$ cat config.mk
export PLATFORM = sky130hd
export DESIGN_NAME = decode_stage
export DESIGN_NICKNAME = d
export VERILOG_FILES = /design/src/rtl/lc3_pkg.sv /design/src/rtl/lc3_ctrl_decode.sv /design/src/rtl/decode_stage.sv
export SDC_FILE = /design/constraint.sdc
export NUM_CORES = 1
export LEC_CHECK = 0
export ABC_AREA = 0
export BUFFER_PORTS_ARGS = -buffer_cell sky130_fd_sc_hd__buf_2
export CAP_MARGIN = 40
export CORE_ASPECT_RATIO = 1.4
export CORE_MARGIN = 5
export CORE_UTILIZATION = 51
export CTS_BUF_LIST = sky130_fd_sc_hd__clkbuf_2 sky130_fd_sc_hd__clkbuf_4 sky130_fd_sc_hd__clkbuf_8
export DETAILED_ROUTE_END_ITERATION = 10
export GPL_ROUTABILITY_DRIVEN = 0
export PLACE_DENSITY = 0.87
export SLEW_MARGIN = 20
export SYNTH_ARGS = -nofsm -noshare
export SYNTH_HDL_FRONTEND = slang
export SYNTH_SLANG_ARGS = --single-unit
$ cat constraint.sdc
create_clock -name clock -period 1.82 [get_ports clock]
set_input_delay 0.182 -clock clock [delete_from_list [all_inputs] [get_ports clock]]
set_output_delay 0.182 -clock clock [all_outputs]
set_load 0.005 [all_outputs]
$ cat src/rtl/lc3_pkg.sv
// rtl/lc3_pkg.sv - shared LC-3 decode constants, field encodings and e_control layout
package lc3_pkg;

   // Opcodes (IR[15:12])
   localparam logic [3:0] OP_BR   = 4'b0000;
   localparam logic [3:0] OP_ADD  = 4'b0001;
   localparam logic [3:0] OP_LD   = 4'b0010;
   localparam logic [3:0] OP_ST   = 4'b0011;
   localparam logic [3:0] OP_JSR  = 4'b0100;
   localparam logic [3:0] OP_AND  = 4'b0101;
   localparam logic [3:0] OP_LDR  = 4'b0110;
   localparam logic [3:0] OP_STR  = 4'b0111;
   localparam logic [3:0] OP_RTI  = 4'b1000;
   localparam logic [3:0] OP_NOT  = 4'b1001;
   localparam logic [3:0] OP_LDI  = 4'b1010;
   localparam logic [3:0] OP_STI  = 4'b1011;
   localparam logic [3:0] OP_JMP  = 4'b1100;
   localparam logic [3:0] OP_RES  = 4'b1101;
   localparam logic [3:0] OP_LEA  = 4'b1110;
   localparam logic [3:0] OP_TRAP = 4'b1111;

   typedef enum logic [1:0] {
      ALU_ADD = 2'b00,
      ALU_AND = 2'b01,
      ALU_NOT = 2'b10
   } alu_sel_t;

   typedef enum logic [1:0] {
      PCSEL1_OFF11 = 2'b00,
      PCSEL1_OFF9  = 2'b01,
      PCSEL1_OFF6  = 2'b10,
      PCSEL1_ZERO  = 2'b11
   } pcsel1_t;

   typedef enum logic [1:0] {
      WSEL_ALU = 2'b00,
      WSEL_MEM = 2'b01,
      WSEL_PC  = 2'b10
   } wsel_t;

   // Bubble: BR with nzp=000 never branches
   localparam logic [15:0] NOP_IR = 16'h0000;

   // e_control = {alu[1:0], pcselect1[1:0], pcselect2, op2select}
   localparam int EC_ALU_HI  = 5;
   localparam int EC_ALU_LO  = 4;
   localparam int EC_PCS1_HI = 3;
   localparam int EC_PCS1_LO = 2;
   localparam int EC_PCS2    = 1;
   localparam int EC_OP2     = 0;

endpackage

$ cat src/rtl/lc3_ctrl_decode.sv
// rtl/lc3_ctrl_decode.sv - combinational opcode to control-field decoder
// Ports:
//   opcode      in  4  IR[15:12]
//   imm_sel     in  1  IR[5] (1 = imm5 operand for ADD/AND)
//   e_control   out 6  {alu, pcselect1, pcselect2, op2select}
//   w_control   out 2  writeback source
//   mem_control out 1  indirect access
//   illegal     out 1  opcode not supported by this core
module lc3_ctrl_decode
   import lc3_pkg::*;
(
   input  logic [3:0] opcode,
   input  logic       imm_sel,
   output logic [5:0] e_control,
   output logic [1:0] w_control,
   output logic       mem_control,
   output logic       illegal
);

   alu_sel_t alu;
   pcsel1_t  pcs1;
   wsel_t    wsel;
   logic     pcs2;
   logic     op2;

   always_comb begin
      alu         = ALU_ADD;
      pcs1        = PCSEL1_OFF11;
      wsel        = WSEL_ALU;
      pcs2        = 1'b0;
      op2         = 1'b0;
      mem_control = 1'b0;
      illegal     = 1'b0;
      case (opcode)
         OP_ADD: begin alu = ALU_ADD; op2 = ~imm_sel; end
         OP_AND: begin alu = ALU_AND; op2 = ~imm_sel; end
         OP_NOT: alu = ALU_NOT;
         OP_BR:  begin pcs1 = PCSEL1_OFF9; pcs2 = 1'b1; end
         OP_JMP: pcs1 = PCSEL1_ZERO;
         OP_LD:  begin pcs1 = PCSEL1_OFF9; pcs2 = 1'b1; wsel = WSEL_MEM; end
         OP_ST:  begin pcs1 = PCSEL1_OFF9; pcs2 = 1'b1; end
         OP_LDI: begin pcs1 = PCSEL1_OFF9; pcs2 = 1'b1; wsel = WSEL_MEM; mem_control = 1'b1; end
         OP_STI: begin pcs1 = PCSEL1_OFF9; pcs2 = 1'b1; mem_control = 1'b1; end
         OP_LEA: begin pcs1 = PCSEL1_OFF9; pcs2 = 1'b1; wsel = WSEL_PC; end
         OP_LDR: begin pcs1 = PCSEL1_OFF6; wsel = WSEL_MEM; end
         OP_STR: pcs1 = PCSEL1_OFF6;
         default: illegal = 1'b1;   // JSR, RTI, reserved, TRAP
      endcase
      e_control                       = '0;
      e_control[EC_ALU_HI:EC_ALU_LO]   = alu;
      e_control[EC_PCS1_HI:EC_PCS1_LO] = pcs1;
      e_control[EC_PCS2]              = pcs2;
      e_control[EC_OP2]               = op2;
      w_control                       = wsel;
   end

endmodule

$ cat src/rtl/decode_stage.sv
// rtl/decode_stage.sv - LC-3 decode pipeline stage with stall, flush and illegal-opcode flag
// Ports:
//   clock, reset (sync active-low)
//   enable_decode  capture new instruction, else hold
//   flush          replace contents with bubble (npc_out held)
//   dout, npc_in   instruction word and next-PC from fetch
//   ir, npc_out, e_control, w_control, mem_control, valid_out, illegal_op  registered outputs
module decode_stage
   import lc3_pkg::*;
#(
   parameter int              DATA_W = 16,
   parameter logic [DATA_W-1:0] NOP_IR = lc3_pkg::NOP_IR
) (
   input  logic              clock,
   input  logic              reset,
   input  logic              enable_decode,
   input  logic              flush,
   input  logic [DATA_W-1:0] dout,
   input  logic [DATA_W-1:0] npc_in,
   output logic [DATA_W-1:0] ir,
   output logic [DATA_W-1:0] npc_out,
   output logic [5:0]        e_control,
   output logic [1:0]        w_control,
   output logic              mem_control,
   output logic              valid_out,
   output logic              illegal_op
);

   logic [5:0] dec_e;
   logic [1:0] dec_w;
   logic       dec_mem;
   logic       dec_illegal;

   lc3_ctrl_decode u_dec (
      .opcode      (dout[15:12]),
      .imm_sel     (dout[5]),
      .e_control   (dec_e),
      .w_control   (dec_w),
      .mem_control (dec_mem),
      .illegal     (dec_illegal)
   );

   always_ff @(posedge clock) begin
      if (!reset) begin
         ir          <= NOP_IR;
         npc_out     <= '0;
         e_control   <= '0;
         w_control   <= '0;
         mem_control <= 1'b0;
         valid_out   <= 1'b0;
         illegal_op  <= 1'b0;
      end else if (flush) begin
         // Bubble; npc_out deliberately kept, illegal_op untouched
         ir          <= NOP_IR;
         e_control   <= '0;
         w_control   <= '0;
         mem_control <= 1'b0;
         valid_out   <= 1'b0;
      end else if (enable_decode) begin
         npc_out     <= npc_in;
         // Decoder already drives zero controls for illegal opcodes
         e_control   <= dec_e;
         w_control   <= dec_w;
         mem_control <= dec_mem;
         if (dec_illegal) begin
            ir         <= NOP_IR;
            valid_out  <= 1'b0;
            illegal_op <= 1'b1;
         end else begin
            ir         <= dout;
            valid_out  <= 1'b1;
         end
      end
   end

endmodule

# ---- Word level (Yosys, flattened, before mapping)
# Cells that the tools add are included.
dict set report op_classes {
  eq_ne 11
  muxes 8
  bitwise_logic 4
  n_reduce_logical 10
}
# operator n
set ops {}
lappend ops {{$eq A4 B4 Y1 const B} 5}
lappend ops {{$mux W16} 1}
lappend ops {{$eq A4 B3 Y1 const B} 3}
lappend ops {{$reduce_or A12 Y1} 1}
lappend ops {{$eq A4 B2 Y1 const B} 2}
lappend ops {{$pmux W2 S2} 2}
lappend ops {{$reduce_or A2 Y1} 4}
lappend ops {{$pmux W2 S3} 1}
lappend ops {{$reduce_or A6 Y1} 1}
lappend ops {{$eq A4 B1 Y1 const B} 1}
lappend ops {{$logic_not A4 Y1} 1}
lappend ops {{$mux W1} 4}
lappend ops {{$not A1 Y1} 4}
lappend ops {{$reduce_and A3 Y1} 1}
lappend ops {{$reduce_or A3 Y1} 1}
lappend ops {{$reduce_and A2 Y1} 1}
dict set report word_totals {
  regBits 43
  input_bits 36
}

# ---- Longest topological paths before layout
# Gate-level depths: netlist of run 1.
dict set report depth {
  ltp_word 4
  mapped_depth 6
  mapped_depth_nobuf 3
}

# ---- Hierarchy
# From an unflattened synthesis of run 1, not the netlist that was laid out.
dict set report hier_totals {
  cells_unflattened 201
  hier_area_um2 1851.8
}
# mod n_inst cells_per_inst area_per_inst_um2 seq_area_each_um2
set by_module_without_submodules {}
lappend by_module_without_submodules {decode_stage 1 177 1681.6 860.8}
lappend by_module_without_submodules {lc3_ctrl_decode 1 24 170.2 0.0}

# ---- Least setup slack after synthesis of run 1
# No wires, ideal clock.
dict set report synth_timing {
  path_kind {input to register}
  start {input enable_decode}
  end {register ir[10]}
  setup_ps 60
  t_arrival_ps 1180
  required_ps 1760
  setup_slack_ps 580
  stages 6
  cell_sequence {buf_4 -> nand2b_2 -> buf_6 -> a2111oi_4 -> buf_6 -> a22o_1}
}
# item line
set synth_rtl {}
lappend synth_rtl {{from (decl)} decode_stage.sv:16} ;# input logic enable_decode,
lappend synth_rtl {{to (signal assigned)} decode_stage.sv:70} ;# ir <= dout;
lappend synth_rtl {{to (decl)} decode_stage.sv:20} ;# output logic [DATA_W-1:0] ir,

# ---- Worst setup path after layout of run 1
dict set report layout_timing {
  start {input flush}
  end {register ir[8]}
}
dict set report layout_between {
  elab_chain_len 1
}
# item line
set layout_lines {}
lappend layout_lines {{from (decl)} decode_stage.sv:17} ;# input logic flush,
lappend layout_lines {{$reduce_or A2 Y1 (no line)} --}
# Every way passes these cells.
# A chain may end at the register's enable or synchronous reset.

==> results of run 1 <==
-- Yosys cell counts --
library cell,n,area share (%)
buf_6,2,1.4
nand3_1,2,0.62
buf_4,1,0.46
a2111oi_4,1,1.7
nand2b_2,1,0.54
or4_1,1,0.46
a22o_1,12,6.5
a2bb2oi_1,1,0.54
and3_1,1,0.39
a311oi_1,1,0.54
a21o_1,2,0.93
o2bb2ai_1,1,0.54
clkinv_1,1,0.23
nand4bb_1,1,0.69
o221a_2,1,0.69
nand2_1,42,9.7
xor2_1,1,0.54
dfxtp_1,43,53
a211oi_1,2,0.93
nand2b_1,1,0.39
nor2b_1,4,1.5
clkbuf_1,9,2.1
or3_1,3,1.2
o21ai_0,4,1.2
nor3_1,2,0.62
a21oi_1,23,7.1
inv_1,3,0.69
nor2_1,6,1.4
a2111oi_0,1,0.54
buf_2,3,0.93
mux2i_1,1,0.62
nand4_1,3,1.2
-- final cells by class --
type | instances | area, um2
sequential | 43 | 861
clock buffer | 5 | 68.8
fill | 283 | 955
multi-input combinational | 118 | 666
timing repair buffer | 84 | 435
clock inverter | 3 | 43.8
inverter | 4 | 15.0
tap | 39 | 48.8
-- routing by layer --
metal  GRT usage (%)  vias to the layer above  part of all wire (%)
met1            19.7                      671                    40
met5               0                        -                     0
met4            6.26                        0                   1.4
li1                -                      767                     -
met2            31.0                       53                    50
met3            6.55                        4                   9.0
-- sequential cells by signal, indices dropped and copies added, names as in the netlist --
register / count
e_control: 6
illegal_op: 1
ir: 16
mem_control: 1
npc_out: 16
valid_out: 1
w_control: 2
-- final timing paths --
kind,start,endpoint,slack [ns],cells after the start
max,flush,ir[8],0.66,5
min,dout[11],ir[11],0.11,2
max reg2reg,e_control[1],e_control[1],1.10,2
min reg2reg,npc_out[0],npc_out[0],0.45,2
-- layout by cell type, fill, tap and decap left out --
cell,instances
dfxtp_1,43
clkbuf_8,5
a21oi_1,23
or3_1,3
bufinv_16,1
buf_2,78
clkinv_1,1
nand2_1,42
o2bb2ai_1,1
a2111oi_4,1
a2111oi_0,1
nand4bb_1,1
a2bb2oi_1,1
o221a_2,1
clkinv_4,1
a22o_1,12
nor2_1,6
a311oi_1,1
xor2_1,1
nand2b_1,1
nor3_1,2
nand2b_2,1
nand4_1,3
inv_1,3
a21o_1,2
and3_1,1
or4_1,1
nand3_1,2
nor2b_1,4
mux2i_1,1
clkinv_2,1
buf_4,6
o21ai_0,4
a211oi_1,2
-- kinds of logic (layout without fill, tap and decap cells) --
| logic type | count (synthesis) | after routing |
|---|---|---|
| xor gates and xnor gates | 1 | 1 |
| and+or+nand+nor | 67 | 67 |
| DFF | 43 | 43 |
| muxes | 1 | 1 |
| buffers and inverters | 19 | 96 |
| AOI/OAI and AO/OA | 49 | 49 |
-- power by group through the flow --
stage          clock, mW  combinational [mW]  sequential, mW
2_1_floorplan          0               0.107            1.01
3_3_place_gp           0               0.196            1.01
3_5_place_dp           0               0.199            1.01
4_1_cts            0.743               0.199           0.988
5_1_grt            0.778               0.223           0.993
6_report           0.721               0.198           0.988
-- stage by stage --
step | std cells | worst slack (ns)
floorplan | 180 | 0.580
detailed placement | 287 | 0.345
CTS | 295 | 0.656
global placement | 287 | 0.378
global route | 296 | 0.583
finish | 296 | 0.660
==> qor.txt, run 1 <==
unrepaired setup endpoints after global routing: no
PwrDens: 892 mW/mm2
fin crit share: 63.7%
average via count per standard cell: 5.05
CTS Buf Count: 5
synth warn: 0
Final #Nets: 292
crit path cell chain: buf_2 -> nand2b_2 -> a2111oi_4 -> buf_4 -> a22o_1
Post-Synth Adder-Cell Area: 0%
post-CTS sizing: 0
gr usage total: 18.0%
Die Width: 57.6 um
switching share of power: 22.7%
#FFs+latches synth: 43
clock sink count: 43
Max Slew Vio Count: 0
post-route setup TNS: 0 ns
Clock Skews: 0 ns
final instance area: 0.00214 mm2
clock-pin slew on the worst setup and hold paths: 0.08 ns
Avg Cell Area, Syn: 9.00 um2
crit path buf inv count: 2
Max-slew headroom: 75.3%
Reg power frac: 51.8%
status: completed
Cell Area, Synth: 0.00162 mm2
CP delay by family, top: compound AO/OA/AOI/OAI gates
Post-Syn Instances: 180
area grow syn2layout: 32.0%
global route overflow: 0
Simple-Gate Fraction of Synth Area: 18.7%
Placed Area: 0.00202 mm2
Worst Hold Class: in -> reg
Final setup viols: 0
Synth Area in XOR/XNOR: 0.541%
Util after Layout: 69.1%
CP Launch Type: input port
final hold viol count: 0
row count: 24
critical path class: in -> reg
CP max-delay cell: a2111oi_4
die area: 0.00442 mm2
syn nets: 216
die height: 76.7 um
post-layout total power: 1.91 mW
worst hold slack: 0.107 ns
n_diodes: 0
CTS tree: built
max cap viols: 0
CTS Buffer Depth: 2
Data arrival, critical path: 1.39 ns
post-synthesis mux area share: 0.618%
FMAX: 0.862 GHz
H-tree levels: 2
Starting Density: 52.4%
Detailed Route WL: 3.74 mm
CP endpoint kind: register
Leakage: 1.02 nW
post-route ant nets: 0
combinational group share of total power: 10.4%
core area: 0.00309 mm2
Hold-fix buffers, CTS: 0
Setup Fix Bufs, Post-CTS: 0
main combinational cell family by area after synthesis: compound AO/OA/AOI/OAI gates
net switching power: 0.433 mW
slew at the pin closest to its max-slew limit: 0.362 ns
# DRC: 0
initial antenna violation count: 0
Crit path required time: 2.05 ns
Peak VDD IR: 0.000757 V
Yosys cell types: 32
complex-gate fraction of the synthesized area: 21.2%
Root Buffer: clkbuf_8
minimum clock period: 1.16 ns
PortBufs: 78
pin count of the biggest net entering global routing: 18
first-pass GRT wire length: 6.35 mm
CP Max Fanout: 17
clock share of power: 37.8%
Iteration-0 DRC Markers: 37
Seq/Total Area, Yosys: 53.1%
Worst-Skew Late Latency: 0.29 ns
critical path's largest stage delay: 0.37 ns
detailed-route wire length per cell: 12.6 um
internal power: 1.47 mW
Ports: 79
Pre-antenna DRT Iters: 4
ratio of cells with drive above 1 in the final layout: 37.0%
vias in the first global route: 1,475
total number of vias: 1,495
HPWL Detailed: 2.86 mm
Note: power is estimated with default switching activity, not from simulation.
==> run 2: changes to the inputs <==
Settings changed: ABC_AREA 0 to 1, CORE_UTILIZATION 51 to 47, PLACE_DENSITY 0.87 to 0.81.
Clock period 1.82 ns to 1.2 ns, I/O delays scaled along.
==> qor.txt, run 2 <==
status: completed
Max-slew headroom: 68.1% (-7.2 points)
Synth area leader: dfxtp_1
Top FF cell, synth: dfxtp_1
Worst Hold Class: in -> reg
pin count of the biggest net entering global routing: 23 (+5)
Max Slew Vio Count: 0 (unchanged)
area grow syn2layout: 31.3%
post-route setup TNS: 0 ns (unchanged)
commonest non-fill, non-tap cell in the layout: buf_2
CTS Buf Count: 5 (unchanged)
WHS Path Cells: 3 (+1)
Regs by FF count: ir (16), npc_out (16), e_control (6)
Post-Syn Instances: 206 (+14%)
critical path's largest stage delay: 0.36 ns (about the same)
post-layout total power: 2.86 mW (+50%)
R2R setup slack: 0.55 ns (-0.55 ns)
Layout Cells excl Fill: 325 (+9.8%)
syn nets: 242 (+12%)
HPWL Detailed: 2.99 mm (+4.3%)
die area: 0.00474 mm2 (+7.2%)
post-CTS sizing: 0 (unchanged)
FMAX: 1.11 GHz
ratio of cells with drive above 1 in the final layout: 33.3% (-3.6 points)
# DRC: 0 (unchanged)
ys async rst share: 0% (unchanged)
average via count per standard cell: 5.02 (-0.64%)
Synth area leaders: dfxtp_1 53%, nor2_1 8.3%, o21ai_0 8.0%
CTS Buffer Depth: 2 (unchanged)
Hold-fix buffers, CTS: 0 (unchanged)
Pre-antenna DRT Iters: 4 (unchanged)
unrepaired setup endpoints after global routing: no
CP max-delay cell: dfxtp_1
initial antenna violation count: 0 (unchanged)
n_diodes: 0 (unchanged)
CP Max Fanout: 2 (-15)
clock sink count: 43 (unchanged)
row count: 25 (+4.2%)
Data arrival, critical path: 0.78 ns (-0.61 ns)
Root Buffer: clkbuf_8
Avg Cell Area, Syn: 7.87 um2 (-13%)
CP endpoint kind: output port
fin crit share: 75.1%
PwrDens: 1350 mW/mm2 (+51%)
post-route ant nets: 0 (unchanged)
max cap viols: 0 (unchanged)
dpl cells: 317 (+10%)
number of enable flip-flop cells after synthesis: 0 (unchanged)
minimum clock period: 0.901 ns
#FFs+latches synth: 43 (unchanged)
crit path cell chain: buf_2
Worst R2R Start: npc_out[3]
Iteration-0 DRC Markers: 97 (+160%)
synth warn: 0 (unchanged)
commonest cells in the netlist: 43 x dfxtp_1, 36 x nor2_1, 26 x nand2_1, 26 x o21ai_0, 25 x a21oi_1
detailed-route wire length per cell: 12.5 um (-0.76%)
Final #Nets: 320 (+9.6%)
most frequent cells in the layout: 78 x buf_2, 43 x dfxtp_1, 36 x nor2_1
Peak VDD IR: 0.00105 V (+38%)
CP delay by family, top: flip-flops
CTS tree: built
Worst-Skew Late Latency: 0.29 ns (about the same)
Detailed Route WL: 4.07 mm (+9.0%)
slew at the pin closest to its max-slew limit: 0.479 ns (+0.117 ns)
gr usage total: 18.0% (about the same)
capture point of the worst reg-to-reg path: npc_out[3]
Ports: 79 (unchanged)
Crit path required time: 1.08 ns (-0.97 ns)
Leakage: 1.06 nW (+3.5%)
Yosys cell types: 17 (-47%)
Die Width: 59.6 um (+3.5%)
Hold Path End: npc_out[1]
worst reg2reg path depth: 2 (unchanged)
final hold viol count: 0 (unchanged)
clock-pin slew on the worst setup and hold paths: 0.08 ns (about the same)
H-tree levels: 2 (unchanged)
core area: 0.00335 mm2 (+8.2%)
Final setup viols: 0 (unchanged)
vias in the first global route: 1,487 (+0.81%)
area share of the largest cell type after synthesis: 53.1% (unchanged)
total number of vias: 1,631 (+9.1%)
die height: 79.5 um (+3.6%)
Cell Area, Synth: 0.00162 mm2 (unchanged)
Starting Density: 48.4% (-4.0 points)
Seq/Total Area, Yosys: 53.1% (unchanged)
Clock Skews: 0 ns (unchanged)
Setup Fix Bufs, Post-CTS: 0 (unchanged)
critical path class: reg -> out
HP Start: npc_in[1]
crit path buf inv count: 1 (-1)
CP Launch Type: register
top-count cell post-synth: dfxtp_1
first-pass GRT wire length: 6.62 mm (+4.3%)
global route overflow: 0 (unchanged)
PortBufs: 78 (unchanged)
run 2: layout make-up:
class	count	area (um2)
timing repair buffer	82	420
multi-input combinational	140	647
inverter	12	45.0
fill	313	1220
clock buffer	8	104
tap	40	50.0
sequential	43	861
run 2: worst register-to-register path, delay by kind of cell (launching register included):
family | cells | cell delay (ns)
AOI/OAI and AO/OA | 1 | 0.18
DFF | 1 | 0.32
and+or+nand+nor | 1 | 0.05
run 2: stage by stage:
stage                     utilization [%]  hold WS [ns]  instance area, um2  setup slack, ns
after floorplan                         -         0.255                1620            0.272
after global placement               60.4         0.340                2020           0.0423
after detailed placement             60.4         0.350                2020           0.0120
after CTS                            63.6        0.0413                2130            0.292
after global routing                 63.6        0.0501                2130            0.190
final                                63.6        0.0477                2130            0.299
run 2: per-layer routing:
metal  up-vias  share of wire (%)  GRT usage, %  wire length, um
met5         -                  0             0                0
met4         0                1.7          6.65               69
met3         6                 12          6.96              480
met2        63                 46          30.0             1880
met1       727                 40          20.3             1640
li1        835                  -             -                -
run 2: kinds of logic (layout without fill, tap and decap cells):
group,after synthesis,count (layout),synth area share [%]
compound gates,55,55,17.3
buf+inv,23,102,6.95
simple gates,85,85,22.6
flops,43,43,53.1
run 2: worst max path at each step:
stage,slack (ns),start,end,depth (start not counted)
CTS,0.29,ir[15],ir[15],1
global placement,0.04,dout[15],valid_out,6
finish,0.30,ir[15],ir[15],1
floorplan,0.27,dout[15],ir[4],7
detailed placement,0.01,dout[15],ir[5],6
global route,0.19,dout[15],ir[7],6
run 2: where the power goes:
part / switching (mW) / total (mW) / internal, mW / leakage (nW)
sequential: 0.0282 / 1.52 / 1.49 / 0.352
combinational: 0.195 / 0.339 / 0.144 / 0.651
clock: 0.458 / 1.01 / 0.548 / 0.0549
==> run 3: changes to the inputs <==
Settings changed: CORE_UTILIZATION 47 to 42, PLACE_DENSITY 0.81 to 0.77.
Clock period 1.2 ns to 0.8 ns, I/O delays scaled along.
==> qor.txt, run 3 (synthesized netlist as in run 2, its figures left out) <==
die area: 0.00522 mm2 (+10%)
post-layout total power: 4.67 mW (+63%)
core area: 0.00368 mm2 (+9.8%)
CP delay by family, top: flip-flops
first-pass GRT wire length: 7.53 mm (+14%)
clock-pin slew on the worst setup and hold paths: 0.08 ns (about the same)
PwrDens: 1920 mW/mm2 (+42%)
area grow syn2layout: 50.4%
Regs by FF count: ir (16), npc_out (16), e_control (6)
CP Launch Type: register
FMAX: 1.22 GHz
slew at the pin closest to its max-slew limit: 0.480 ns (+0.00124 ns)
detailed-route wire length per cell: 13.2 um (+5.6%)
critical path class: reg -> out
gr usage total: 17.7% (-0.25 points)
critical path's largest stage delay: 0.33 ns (-0.03 ns)
# DRC: 0 (unchanged)
HPWL Detailed: 3.26 mm (+9.0%)
ratio of cells with drive above 1 in the final layout: 52.0% (+19 points)
Placed Area: 0.00215 mm2 (+6.5%)
Setup WS post-layout: -0.0220 ns (-0.321 ns)
Final #Nets: 337 (+5.3%)
post-route ant nets: 0 (unchanged)
most frequent cells in the layout: 63 x buf_2, 43 x dfxtp_2, 36 x nor2_1
CTS Buffer Depth: 2 (unchanged)
Pre-antenna DRT Iters: 4 (unchanged)
Crit path required time: 0.72 ns (-0.36 ns)
total number of vias: 1,728 (+5.9%)
vias in the first global route: 1,727 (+16%)
commonest non-fill, non-tap cell in the layout: buf_2
n_diodes: 0 (unchanged)
row count: 26 (+4.0%)
dpl cells: 334 (+5.4%)
Leakage: 1.18 nW (+12%)
final instance area: 0.00244 mm2 (+15%)
CP max-delay cell: dfxtp_2
unrepaired setup endpoints after global routing: yes
Peak VDD IR: 0.00136 V (+30%)
Final setup viols: 42 (+42)
initial antenna violation count: 0 (unchanged)
final hold viol count: 0 (unchanged)
Max-slew headroom: 68.0% (-0.083 points)
CTS Buf Count: 5 (unchanged)
Starting Density: 44.1% (-4.3 points)
Data arrival, critical path: 0.74 ns (-0.04 ns)
PortBufs: 78 (unchanged)
Ports: 79 (unchanged)
pre-CTS setup slack: -0.190 ns (-0.202 ns)
CP Max Fanout: 2 (unchanged)
Layout Cells excl Fill: 344 (+5.8%)
failing checks: setup timing
H-tree levels: 2 (unchanged)
minimum clock period: 0.822 ns
max cap viols: 0 (unchanged)
CP endpoint kind: output port
Root Buffer: clkbuf_8
die height: 83.5 um (+5.1%)
Iteration-0 DRC Markers: 74 (-24%)
clock sink count: 43 (unchanged)
fin crit share: 103%
Die Width: 62.5 um (+4.8%)
average via count per standard cell: 5.02 (about the same)
Worst Hold Class: in -> reg
Worst-Skew Late Latency: 0.29 ns (about the same)
Detailed Route WL: 4.56 mm (+12%)
CTS tree: built
status: finished with violations
global route overflow: 0 (unchanged)
Clock Skews: 0 ns (unchanged)
Max Slew Vio Count: 0 (unchanged)
crit path buf inv count: 1 (unchanged)
pin count of the biggest net entering global routing: 21 (-8.7%)
crit path cell chain: buf_2
post-route setup TNS: -0.375 ns (-0.375 ns)
[run 3: path summary, 6_finish.rpt]
check,start,to,slack (ns),cells after the start
worst max-delay path,ir[0],ir[0],-0.02,1
worst min register to register,ir[13],ir[13],0.46,2
worst min-delay path,npc_in[3],npc_out[3],0.01,3
worst max register to register,e_control[2],e_control[2],0.03,2
[run 3: routing by layer]
metal	up-vias	global-route usage [%]	wire [um]	part of all wire, %
met5	-	0	0	0
met3	12	5.66	335	7.4
met4	0	8.69	121	2.7
met2	66	32.3	2360	52
met1	780	17.7	1740	38
li1	870	-	-	-
[run 3: worst reg2reg max path, delay by kind of cell (launching register included)]
family | cells | cell delay (ns)
DFF | 1 | 0.33
AOI/OAI and AO/OA | 2 | 0.31
[run 3: timing repair]
| action | CTS | global route |
|---|---|---|
| setup endpoints to repair | 43 | 43 |
| resized for setup | 42 | 16 |
| hold buffers | 1 | 0 |
| hold endpoints to repair | 1 | 0 |
| buffers inserted | 0 | 1 |
| cloned | 0 | 0 |
[run 3: stage by stage]
step / utilization, % / hold WS (ns)
final: 66.3 / 0.00999
after CTS: 63.6 / 0.000306
after global routing: 66.3 / 0.00547
after floorplan: - / 0.215
after detailed placement: 58.6 / 0.312
after global placement: 58.6 / 0.301
[run 3: where the power goes]
group          total (mW)  switching [mW]  internal [mW]  leakage [nW]
Combinational       0.631           0.318          0.312         0.751
Sequential           2.31          0.0530           2.25         0.370
Clock                1.74           0.728           1.01        0.0612
[run 3: layout make-up]
| class | instances | area [um2] |
|---|---|---|
| multi-input cells | 140 | 663 |
| clock inverters | 2 | 35.0 |
| clock buffers | 6 | 82.6 |
| inverters | 12 | 45.0 |
| well taps | 42 | 52.6 |
| fillers | 330 | 1240 |
| repair buffers | 99 | 644 |
| flip-flops and latches | 43 | 915 |
